==> src/rtl/alu_rf_reader.sv <==
// alu_rf_reader: sweeps register-file address pairs (k, k+1 mod NUM_REGS)
// through an external combinational ALU and hands each result out over a
// valid/ready port. Optional XOR checksum of transferred results is built
// only when the macro ALU_RF_READER_CHECKSUM_EN is defined; otherwise the
// checksum output is tied to zero.
//
// Handshake: res_valid rises when a result is captured. While it is high,
// res_data and res_addr are frozen. A transfer happens on a rising clk edge
// where res_valid and res_ready are both high, and res_valid drops on that
// same edge. res_ready has no effect while res_valid is low.
`timescale 1ns/1ps

module alu_rf_reader #(
  parameter int NUM_REGS = 8
) (
  input  logic       clk,
  input  logic       rst,
  input  logic       start,
  input  logic [2:0] op_sel,
  input  logic       carry_sel,
  output logic [2:0] Read_Addr_1,
  output logic [2:0] Read_Addr_2,
  output logic [2:0] opcode,
  output logic       c_in,
  input  logic [8:0] alu_out,
  output logic [8:0] res_data,
  output logic [2:0] res_addr,
  output logic       res_valid,
  input  logic       res_ready,
  output logic       busy,
  output logic       done,
  output logic [8:0] checksum,
  output logic [2:0] dbg_state_o
);

  typedef enum logic [2:0] {
    IDLE    = 3'd0,
    ISSUE   = 3'd1,
    CAPTURE = 3'd2,
    HOLD    = 3'd3,
    FINISH  = 3'd4
  } state_t;

  // Index of the final pair; that pair wraps its second address to 0.
  localparam logic [2:0] LAST_K = 3'(NUM_REGS - 1);

  state_t     state_q, state_d;
  logic [2:0] k_q, k_d;
  logic [2:0] ra1_q, ra1_d;
  logic [2:0] ra2_q, ra2_d;
  logic [2:0] opcode_q, opcode_d;
  logic       c_in_q, c_in_d;
  logic [8:0] res_data_q, res_data_d;
  logic [2:0] res_addr_q, res_addr_d;
  logic       res_valid_q, res_valid_d;

  logic       accept_start;
  logic       xfer;

  // Successor address modulo NUM_REGS.
  function automatic logic [2:0] wrap_inc(input logic [2:0] v);
    return (v == LAST_K) ? 3'd0 : v + 3'd1;
  endfunction

  assign accept_start = (state_q == IDLE) && start;
  assign xfer         = (state_q == HOLD) && res_ready;

  // Next-state and datapath updates; every register holds by default.
  always_comb begin
    state_d     = state_q;
    k_d         = k_q;
    ra1_d       = ra1_q;
    ra2_d       = ra2_q;
    opcode_d    = opcode_q;
    c_in_d      = c_in_q;
    res_data_d  = res_data_q;
    res_addr_d  = res_addr_q;
    res_valid_d = res_valid_q;
    case (state_q)
      IDLE: begin
        if (start) begin
          opcode_d = op_sel;
          c_in_d   = carry_sel;
          k_d      = 3'd0;
          // Addresses are loaded here so they are already stable in ISSUE.
          ra1_d    = 3'd0;
          ra2_d    = wrap_inc(3'd0);
          state_d  = ISSUE;
        end
      end
      ISSUE: begin
        // Settle cycle: the ALU sees stable addresses for a full cycle.
        state_d = CAPTURE;
      end
      CAPTURE: begin
        res_data_d  = alu_out;
        res_addr_d  = k_q;
        res_valid_d = 1'b1;
        state_d     = HOLD;
      end
      HOLD: begin
        if (res_ready) begin
          res_valid_d = 1'b0;
          if (k_q == LAST_K) begin
            state_d = FINISH;
          end else begin
            k_d     = k_q + 3'd1;
            ra1_d   = k_q + 3'd1;
            ra2_d   = wrap_inc(k_q + 3'd1);
            state_d = ISSUE;
          end
        end
      end
      FINISH: begin
        state_d = IDLE;
      end
      default: begin
        state_d = IDLE;
      end
    endcase
  end

  // State and datapath registers with synchronous reset.
  always_ff @(posedge clk) begin
    if (rst) begin
      state_q     <= IDLE;
      k_q         <= 3'd0;
      ra1_q       <= 3'd0;
      ra2_q       <= 3'd0;
      opcode_q    <= 3'd0;
      c_in_q      <= 1'b0;
      res_data_q  <= 9'd0;
      res_addr_q  <= 3'd0;
      res_valid_q <= 1'b0;
    end else begin
      state_q     <= state_d;
      k_q         <= k_d;
      ra1_q       <= ra1_d;
      ra2_q       <= ra2_d;
      opcode_q    <= opcode_d;
      c_in_q      <= c_in_d;
      res_data_q  <= res_data_d;
      res_addr_q  <= res_addr_d;
      res_valid_q <= res_valid_d;
    end
  end

`ifdef ALU_RF_READER_CHECKSUM_EN
  logic [8:0] checksum_q, checksum_d;

  // Checksum clears on an accepted start and folds in each transferred result.
  always_comb begin
    checksum_d = checksum_q;
    if (accept_start) begin
      checksum_d = 9'd0;
    end else if (xfer) begin
      checksum_d = checksum_q ^ res_data_q;
    end
  end

  // Checksum register with synchronous reset.
  always_ff @(posedge clk) begin
    if (rst) begin
      checksum_q <= 9'd0;
    end else begin
      checksum_q <= checksum_d;
    end
  end

  assign checksum = checksum_q;
`else
  assign checksum = 9'd0;
`endif

  assign Read_Addr_1 = ra1_q;
  assign Read_Addr_2 = ra2_q;
  assign opcode      = opcode_q;
  assign c_in        = c_in_q;
  assign res_data    = res_data_q;
  assign res_addr    = res_addr_q;
  assign res_valid   = res_valid_q;
  assign busy        = (state_q != IDLE);
  assign done        = (state_q == FINISH);
  assign dbg_state_o = state_q;

endmodule

==> config.mk <==
export PLATFORM = sky130hd
export DESIGN_NAME = alu_rf_reader
export DESIGN_NICKNAME = d
export VERILOG_FILES = /design/src/rtl/alu_rf_reader.sv
export SDC_FILE = /design/constraint.sdc
export NUM_CORES = 1
export LEC_CHECK = 0
export CAP_MARGIN = 20
export CORE_MARGIN = 8
export CORE_UTILIZATION = 37
export CTS_CLUSTER_DIAMETER = 80
export DETAILED_ROUTE_END_ITERATION = 16
export GPL_ROUTABILITY_DRIVEN = 1
export PLACE_DENSITY = 0.76
export SETUP_SLACK_MARGIN = 0.4
export SKIP_LAST_GASP = 1
export SLEW_MARGIN = 20
export SYNTH_ARGS = -nofsm -noshare
export SYNTH_HDL_FRONTEND = slang
export SYNTH_SLANG_ARGS = --single-unit
==> constraint.sdc <==
create_clock -name clk -period 1.6 [get_ports clk]
set_input_delay 0.16 -clock clk [delete_from_list [all_inputs] [get_ports clk]]
set_output_delay 0.16 -clock clk [all_outputs]
set_load 0.05 [all_outputs]
# [Word level (Yosys, flattened, before mapping)]
# Cells that the tools add are included.
[totals] ff_bits=26 inputBits=17 word_cells=41
[op_classes] add_sub_neg=2 eq_ne=9 mux=14 n_reduce_logical=8
[op_table] cell="$mux W3" count=9
[op_table] cell="$pmux W3 S2" count=2
[op_table] cell="$pmux W3 S4" count=1
[op_table] cell="$eq A3 B3 Y1 const B" count=3
[op_table] cell="$add A3 B1 Y3 const B" count=2
[op_table] cell="$eq A3 B2 Y1 const B" count=2
[op_table] cell="$ne A2 B2 Y1 const B" count=3
[op_table] cell="$reduce_and A2 Y1" count=3
[op_table] cell="$reduce_and A4 Y1" count=1
[op_table] cell="$reduce_bool A2 Y1" count=2
[op_table] cell="$eq A3 B1 Y1 const B" count=1
[op_table] cell="$logic_not A3 Y1" count=1
[op_table] cell="$reduce_bool A3 Y1" count=1
[op_table] cell="$pmux W1 S2" count=1
[op_table] cell="$mux W1" count=1

# [Longest topological paths before layout]
# Gate-level depths: netlist of the first run.
[logic_depth] depth_word=6 ltp_mapped=5 mapped_depth_nobuf=5

# [Least setup slack after synthesis of the first run]
# OpenSTA, ideal clock, no wires.
[synth_timing] path_type="reg2reg" startpoint="register, netlist name Read_Addr_1[0]" endpoint="register ra1_q[0] (netlist: Read_Addr_1[0])" t_arrival_ps=1686 required_time_ps=1528 path_slack_ps=-158 path_stages_with_launch=6 synth_period_minus_slack_ps=1758 path_cell_list="dfxtp_1 ha_1 ha_1 nand4b_1 a21oi_4 mux2i_1"
[synth_lines] element="end signal, assigned" line="138" text="ra1_q <= ra1_d;"
[synth_lines] element="end, declared" line="49" text="logic [2:0] ra1_q, ra1_d;"

==> summary.md, run 1 <==
| Metric | Value |
|---|---|
| Pin count of the biggest net entering global routing | 18 |
| Die area | roughly 5300 um^2 |
| Routed Antenna Nets | 0 |
| Core ar. | about 3100 um^2 |
| Post-Synthesis Cell Area | 1190 um^2 |
| # rows | 20 |
| P_leak | 0.000801 uW |
| Ys Warns | 0 |
| Post-synth EDFFs | 0 |
| Crit Path Category | register to register |
| Vias in the first global route | 1,172 |
| IO Port Bufs | 44 |
| Power density cells | 883 nW/um^2 |
| Fin nets | 213 |
| Post-synthesis sequential area ratio | 0.438 |
| Worst clock skew | ~0.011 ns |
| Max Clk Rate | 673 MHz |
| Worst min-delay path class | input pin to register |
| Vias/cell | 4.72 |
| CP Max Fanout | 6 |
| Reg clk slew, reported paths | 0.14 ns |
| Final hold violation count | 0 |
| Die height | 72.7 um |
| Worst stage delay on the critical path | 0.38 ns |
| Bufs on Longest Clock Path | 2 |
| Critical path, cell by cell | ha_4, ha_4, nand4b_1, a21oi_4, mux2i_1 |
| Status | complete, no violations |
| Cells after synthesis | 133 |
| Worst-Skew Late Latency | 0.32 ns |
| DRC | 0 |
| GRT met3 Usage | 0.0440 |
| Max-cap viol count | 0 |
| Vias post-DR | 1,115 |
| Seq cells post-synth | 26 |
| TritonCTS Buffers | 3 |
| Share of cells above drive strength 1 | 0.453 |
| DPL Wire Length | around 2.3 mm |
| Maximum vdd drop | 0.667 mV |
| Post-Route WL | roughly 3.4 mm |
| Crit-path slowest cell | dfxtp_4 |
| Startpoint Class | register |
| Fin crit period | 1.49 ns |
| Final setup violation count | 0 |
| Placed Instances | 216 |
| Hold_buf cts | 0 |
| Req. time, crit path | about 1.9 ns |
| Antenna cells | 0 |
| CP Buf/Inv Count | 0 |
| # IOs | 54 |
| RSZ-0062 raised after global routing | true |
| Final instance area | 1930 um^2 |
| Setup crit end kind | register |
| GPL Wtd Cong | about 0.75 |
| Met2 usage | 0.235 |
| Starting Density | 0.389 |
| Part of the cycle the worst path needs | 0.929 |
| Clk sinks | 26 |
| TritonCTS clock tree | built |
| # fillers | 270 |
| Most common cell on crit path | ha_4 |
| Drt first-iter violations | 54 |
| Netlist cell types | 29 |
| Die extent in x | around 73 um |
| GR Util All Layers | 0.128 |
| Crit path arrival time | 1.74 ns |
| R2R setup slack | 0.11 ns |
| Root Buffer | clkbuf_4 |
| Non-Filler Instances | about 240 |
| H-tree depth | 1 |
| Dominant synthesized flop cell | dfxtp_1 |
| Router iterations before antenna repair | 4 |
| Syn_area_per_cell | 8.94 um^2 |
| Routed WL per cell | about 14 um |
| Area grow syn2layout | 62.0% |
| Remaining Overflow, GRT | 0 |
| Fin. max-slew vios | 0 |
| First-pass GRT wire length | 5.53 mm |
| Placed cell area | 1630 um^2 |
| Critical path's top delay family | flip-flops |
| Busiest grt layer | met2 |
| Post-layout util | 0.631 |
| Async S/R FF share, synth | 0 |
| Initial antenna violation count | 0 |
| Met1 Track Usage GR | 0.139 |
-- cells in the mapped netlist, types with 2 or more instances --
library cell	n	area [um^2]
nor2_1	7	26.3
nand2b_1	6	37.5
xor2_1	2	17.5
nand2_1	30	113
dfxtp_1	26	521
nor3_1	2	10.0
clkbuf_1	3	11.3
ha_1	3	37.5
and3_1	2	12.5
mux2i_1	9	90.1
a21oi_1	14	70.1
buf_4	10	75.1
buf_2	3	15.0
-- cell families (layout without fill, tap and decap cells) --
family | count (synthesis) | after routing | share of synthesized area
other cells | 1 | 9 | 0.00315
fa+ha+maj | 3 | 3 | 0.0316
mux | 9 | 9 | 0.0758
compound gates | 18 | 18 | 0.0905
xor+xnor | 2 | 2 | 0.0147
flops | 26 | 26 | 0.438
buf+inv | 18 | 68 | 0.0979
simple gates | 56 | 57 | 0.248
-- where the power goes --
group / switching, uW / internal [uW]
sequential: 30.6 / 678
combinational: 320 / 224
clock: 194 / 253
-- placed cells by master, fill, tap and decap left out, drive strengths merged --
cell type and count:
a21oi 15, a2bb2oi 1, and2 1, and3 2
and4bb 1, buf 47, bufinv 1, clkbuf 3
clkdlybuf4s50 16, conb 9, dfxtp 26, ha 3
inv 1, mux2i 9, nand2 30, nand2b 6
nand4b 1, nor2 7, nor3 2, nor3b 1
nor4 1, nor4b 1, o21a 1, o21ai 1
or3 1, or3b 3, xor2 2
-- tightest hold or removal path, stage by stage --
cell and delay, ns:
clkdlybuf4s50_1 0.39, nand2_1 0.05, a21oi_1 0.06
-- registers in the layout, indices dropped and copies added, names as in the netlist --
register,count
Read_Addr_2,3
dbg_state_o,3
res_addr,3
Read_Addr_1,3
res_valid,1
opcode,3
c_in,1
res_data,9
-- per-stage QoR --
step | worst slack, ns | hold slack, ns | TNS, ns | power (uW)
2_1_floorplan | 0.147 | 0.296 | 0 | 1060
3_3_place_gp | -0.00594 | 0.441 | -0.0101 | 1160
3_5_place_dp | -0.0583 | 0.446 | -0.220 | 1170
4_1_cts | 0.0712 | 0.359 | 0 | 1670
5_1_grt | 0.0332 | 0.386 | 0 | 1770
6_report | 0.114 | 0.369 | 0 | 1700
-- area by class of cell --
cell class                 count  area, um^2  area share
tap                           44        55.1      0.0286
clock inverter                 1        30.0      0.0156
sequential                    26         541       0.281
clock buffer                   3        22.5      0.0117
multi-input combinational     98         696       0.361
inverter                       1        3.75     0.00195
timing repair buffer          63         578       0.300
-- routing by layer --
layer / vias to the layer above / part of all wire
li1: 543 / -
met1: 524 / 0.39
met2: 46 / 0.52
met3: 2 / 0.085
met4: 0 / 0.0027
met5: - / 0
-- path summary, 6_finish.rpt --
check,start,endpoint,depth (start not counted)
worst max-delay path,Read_Addr_1[1]$_SDFFE_PP0P_,Read_Addr_1[2]$_SDFFE_PP0P_,5
worst min-delay path,alu_out[5],res_data[5]$_SDFFE_PP0P_,3
worst max register to register,Read_Addr_1[1]$_SDFFE_PP0P_,Read_Addr_1[2]$_SDFFE_PP0P_,5
worst min register to register,res_addr[1]$_SDFFE_PP0P_,res_addr[1]$_SDFFE_PP0P_,2
-- timing repair --
action | 4_1_cts | 5_1_grt
gates cloned | 1 | 0
setup buffers | 12 | 3
endpoints found under the setup margin | 23 | 28
resized for setup | 15 | 22
pin swaps | 22 | 11
(Power assumes the default switching activity.)
==> run 2: changes to the inputs <==
- CORE_MARGIN: 8 -> default
- CORE_UTILIZATION: 37 -> 44
- PLACE_DENSITY: 0.76 -> 0.84
- clock period: 1.6 -> 1.9 ns (I/O delays scaled with it)
==> run 2 against run 1 <==
  * Design area shrank 12%
  * Largest cell class unchanged
  * Largest power group unchanged
  * Flip-flop and latch count is the same
  * Via count shrank 8.2%
  * Register-to-register slack gained 0.27 ns
  * Clock skew shrank 0.0087 ns
  * Worst hold slack gained 0.016 ns
  * Clock power shrank 26%
  * Highest routed layer unchanged
  * Combinational power shrank 36%
  * Fmax shrank 1.9%
  * Critical path depth is the same
==> summary.md, run 2 (same netlist as run 1, synthesis figures left out) <==
| Metric | Value |
|---|---|
| GPL Wtd Cong | 0.698 |
| Crit Path Category | register to register |
| # IOs | 54 |
| Max-cap viol count | 0 |
| Routed WL per cell | 13.2 um |
| TritonCTS Buffers | 3 |
| Initial antenna violation count | 0 |
| Setup TNS | 0 ns |
| Power density cells | 755 nW/um^2 |
| Routed Antenna Nets | 0 |
| # rows | 18 |
| Part of the cycle the worst path needs | 0.798 |
| TritonCTS clock tree | built |
| P_leak | 0.000761 uW |
| Bufs on Longest Clock Path | 2 |
| Share of cells above drive strength 1 | 0.178 |
| Final setup violation count | 0 |
| RSZ-0062 raised after global routing | true |
| Starting Density | 0.471 |
| Status | complete, no violations |
| Worst clock skew | 0.00198 ns |
| Worst-Skew Late Latency | about 0.33 ns |
| Remaining Overflow, GRT | 0 |
| Startpoint Class | register |
| Die extent in x | about 54 um |
| Post-layout util | 0.673 |
| Crit path arrival time | approximately 1.8 ns |
| Reg clk slew, reported paths | 0.14 ns |
| Commonest non-fill, non-tap cell in the layout | nand2_1 |
| Vias/cell | a little under 5 |
| Drt first-iter violations | 12 |
| Maximum vdd drop | 0.577 mV |
| Most frequent cells in the layout | nand2_1, dfxtp_1, dlygate4sd2_1 |
| Die height | 54.0 um |
| Root Buffer | clkbuf_4 |
| IO Port Bufs | 44 |
| Die area | roughly 2900 um^2 |
| Req. time, crit path | 2.16 ns |
| Fin crit period | ~1.5 ns |
| Final hold violation count | 0 |
| Core ar. | 2520 um^2 |
| Area grow syn2layout | 42.7% |
| CP Max Fanout | 6 |
| Vias in the first global route | about 910 |
| Slew margin rel. | 0.655 |
| # fillers | 214 |
| Setup crit end kind | register |
| Post-Route WL | ~2.8 mm |
| Worst-Margin Slew | 0.520 ns |
| GR Util All Layers | 0.210 |
| Max Clk Rate | 660 MHz |
| Fin nets | about 200 |
| Router iterations before antenna repair | 3 |
| Antenna cells | 0 |
| Pin count of the biggest net entering global routing | 27 |
| First-pass GRT wire length | ~4.3 mm |
| Vias post-DR | 1,024 |
| Worst min-delay path class | input pin to register |
| Max FFs per register | 9 |
| Clk sinks | 26 |
| DRC | 0 |
| H-tree depth | 1 |
| DPL Wire Length | 1.95 mm |
| Fin. max-slew vios | 0 |
==> run 2: metal layers <==
metal  global-route usage  part of all wire  vias up
li1                     -                 -      514
met5                    0                 0        -
met4               0.0769             0.011        0
met1                0.249              0.41      478
met3               0.0650             0.065        2
met2                0.354              0.52       30
==> run 2: worst paths after layout <==
kind	slack, ns	cells after the start	to	from
max	0.38	5	Read_Addr_2[2]$_SDFFE_PP0P_	Read_Addr_1[0]$_SDFFE_PP0P_
min	0.39	3	res_data[8]$_SDFFE_PP0P_	alu_out[8]
max reg2reg	0.38	5	Read_Addr_2[2]$_SDFFE_PP0P_	Read_Addr_1[0]$_SDFFE_PP0P_
min reg2reg	0.46	2	res_data[4]$_SDFFE_PP0P_	res_data[4]$_SDFFE_PP0P_
==> run 2: stage by stage <==
stage	cell area [um^2]	power, uW	worst slack, ns	hold WS [ns]	instances
after floorplan	1240	880	0.409	0.326	141
after global placement	1620	969	0.265	0.443	201
after detailed placement	1620	976	0.180	0.449	201
after CTS	1700	1290	0.193	0.374	210
after global routing	1700	1340	0.315	0.364	210
final	1700	1280	0.384	0.386	210
==> run 2: cell type report <==
cell class,count,area [um^2],share of cell area
Clock buffer,4,47.5,0.0280
Inverter,1,3.75,0.00221
Multi-Input combinational cell,97,611,0.360
Sequential cell,26,537,0.316
Tap cell,30,37.5,0.0221
Timing Repair Buffer,52,460,0.271
==> run 2: where the power goes <==
group          leakage [uW]  internal (uW)  switching, uW
clock             0.0000261            161            172
combinational      0.000520            119            231
sequential         0.000215            573           26.3
==> run 2: worst max-delay path, cell delays in order, from the launching register on <==
cell and delay (ns):
dfxtp_4 0.39, ha_4 0.17, ha_4 0.15, nand4b_1 0.21, a21oi_4 0.29, mux2i_1 0.24
==> run 2: timing repair <==
item	CTS	global route
hold buffers	0	0
pin swaps	2	2
setup buffers	5	0
resized for setup	36	10
endpoints found under the setup margin	32	13
==> run 3: changes to the inputs <==
- CORE_UTILIZATION: 44 -> 41
- PLACE_DENSITY: 0.84 -> 0.79
- clock period: 1.9 -> 1.4 ns (I/O delays scaled with it)
==> run 3 against run 2 <==
  * The run now ends with negative setup slack left
  * Clock power rose by 38%
  * Critical path depth did not move
  * Worst hold slack got worse by 0.056 ns
  * Non-clock buffer count rose by 27
  * Flip-flop and latch count did not move
==> summary.md, run 3 (same netlist as run 1, synthesis figures left out) <==
| Metric | Value |
|---|---|
| Placed Instances | 208 |
| Power density cells | 880 nW/um^2 |
| Multi-input logic area | 736 um^2 |
| Register area | roughly 570 um^2 |
| Clk sinks | 26 |
| Fin crit period | around 1.6 ns |
| Crit path arrival time | roughly 1.8 ns |
| Maximum vdd drop | 0.865 mV |
| Post-Route WL | 4.05 mm |
| Drt first-iter violations | 28 |
| Routed Antenna Nets | 0 |
| CP Max Fanout | 6 |
| Core ar. | 2760 um^2 |
| Final setup violation count | 15 |
| First-pass GRT wire length | 4.51 mm |
| Vias/cell | 5.17 |
| Critical path, cell by cell | ha_4, ha_4, nand4b_1, a21oi_4, mux2i_1 |
| Router iterations before antenna repair | 4 |
| Vias in the first global route | 1,020 |
| Post-place setup slack | -0.235 ns |
| Final hold violation count | 0 |
| Startpoint Class | register |
| TritonCTS Buffers | 3 |
| CP Buf/Inv Count | 0 |
| Part of the cycle the worst path needs | 1.11 |
| Crit-path slowest cell | dfxtp_4 |
| Status | finished, violations left |
| Routed WL per cell | 16.9 um |
| Setup crit end kind | register |
| Antenna cells | 0 |
| Bufs on Longest Clock Path | 2 |
| Most frequent cells in the layout | buf_4, buf_6, dfxtp_2 |
| Reg clk slew, reported paths | 0.15 ns |
| Max FFs per register | 9 |
| Die area | 3120 um^2 |
| TritonCTS clock tree | built |
| Final worst setup slack | -0.153 ns |
| Failing checks | negative setup slack |
| # fillers | 141 |
| Root Buffer | clkbuf_4 |
| Most common cell on crit path | ha_4 |
| Die extent in x | about 56 um |
| Initial antenna violation count | 0 |
| Area grow syn2layout | 94.4% |
| DRC | 0 |
| DPL Wire Length | 1.99 mm |
| Hold_buf cts | 0 |
| Remaining Overflow, GRT | 0 |
| Vias post-DR | 1,236 |
| GPL Wtd Cong | a little over 0.7 |
| Die height | 55.8 um |
| Commonest non-fill, non-tap cell in the layout | buf_4 |
| Max-cap viol count | 0 |
| Share of cells above drive strength 1 | 0.639 |
| Worst-Skew Late Latency | 0.34 ns |
| Worst min-delay path class | input pin to register |
| Fin nets | 229 |
| Post-layout util | 0.838 |
| Starting Density | 0.431 |
| Req. time, crit path | about 1.7 ns |
| H-tree depth | 1 |
| # rows | 19 |
| # IOs | 54 |
| P_leak | 0.000951 uW |
| IO Port Bufs | 44 |
| Fin. max-slew vios | 0 |
| Crit Path Category | register to register |
| Worst clock skew | 0.00679 ns |
| Worst stage delay on the critical path | 0.38 ns |
| GR Util All Layers | 0.181 |
| Pin count of the biggest net entering global routing | 27 |
| Non-Filler Instances | 239 |
| Max Clk Rate | 644 MHz |
| RSZ-0062 raised after global routing | true |
| Critical path's top delay family | flip-flops |
[run 3: cell count changes in the layout (fill, tap and decap cells not counted), moves of 15 or more]
cell | before | now
dfxtp_2 | 1 | 19
buf_6 | 0 | 20
nand2_1 | 30 | 15
dlygate4sd2_1 | 20 | 0
nand2_2 | 0 | 15
dfxtp_1 | 21 | 1
[run 3: where the power goes]
| group | internal (uW) | switching (uW) | total, uW |
|---|---|---|---|
| combinational | 346 | 407 | 754 |
| clock | 219 | 242 | 460 |
| sequential | 779 | 39.0 | 819 |
[run 3: per-stage QoR]
step	TNS, ns	hold slack, ns	power [uW]	instance area, um^2
CTS	-0.606	0.347	1850	1930
finish	-1.19	0.330	2030	2310
global route	-2.15	0.320	2110	2310
global placement	-1.08	0.440	1360	1760
floorplan	-0.252	0.276	1220	1290
detailed placement	-1.25	0.449	1380	1760
[run 3: final timing paths]
| kind | start | end | slack [ns] | cells after the start |
|---|---|---|---|---|
| worst max register to register | Read_Addr_1[1]$_SDFFE_PP0P_ | Read_Addr_2[1]$_SDFFE_PP0P_ | -0.15 | 5 |
| worst min-delay path | alu_out[3] | res_data[3]$_SDFFE_PP0P_ | 0.33 | 3 |
| worst max-delay path | Read_Addr_1[1]$_SDFFE_PP0P_ | Read_Addr_2[1]$_SDFFE_PP0P_ | -0.15 | 5 |
| worst min register to register | res_data[7]$_SDFFE_PP0P_ | res_data[7]$_SDFFE_PP0P_ | 0.49 | 2 |
[run 3: timing repair]
item / CTS / global route
cloned: 0 / 3
buffers inserted: 2 / 22
pin swaps: 1 / 29
resized for setup: 42 / 53
setup endpoints to repair: 53 / 54
[run 3: worst min-delay path: cells and delay by family]
| family | cells | cell delay, ns |
|---|---|---|
| AO/OA/AOI/OAI | 1 | 0.05 |
| buffers and inverters | 1 | 0.40 |
| AND/OR/NAND/NOR | 1 | 0.06 |
[run 3: area by class of cell]
cell class,count,area share
clock buffers,4,0.0206
inverters,1,0.00162
multi-input cells,98,0.318
flip-flops and latches,26,0.245
well taps,31,0.0168
repair buffers,79,0.397
[run 3: metal layers]
| metal | vias up | GRT usage | routed length, um |
|---|---|---|---|
| met5 | - | 0 | 0 |
| li1 | 576 | - | - |
| met3 | 10 | 0.0372 | 194 |
| met4 | 0 | 0.0557 | 99 |
| met2 | 42 | 0.343 | 2150 |
| met1 | 608 | 0.203 | 1600 |
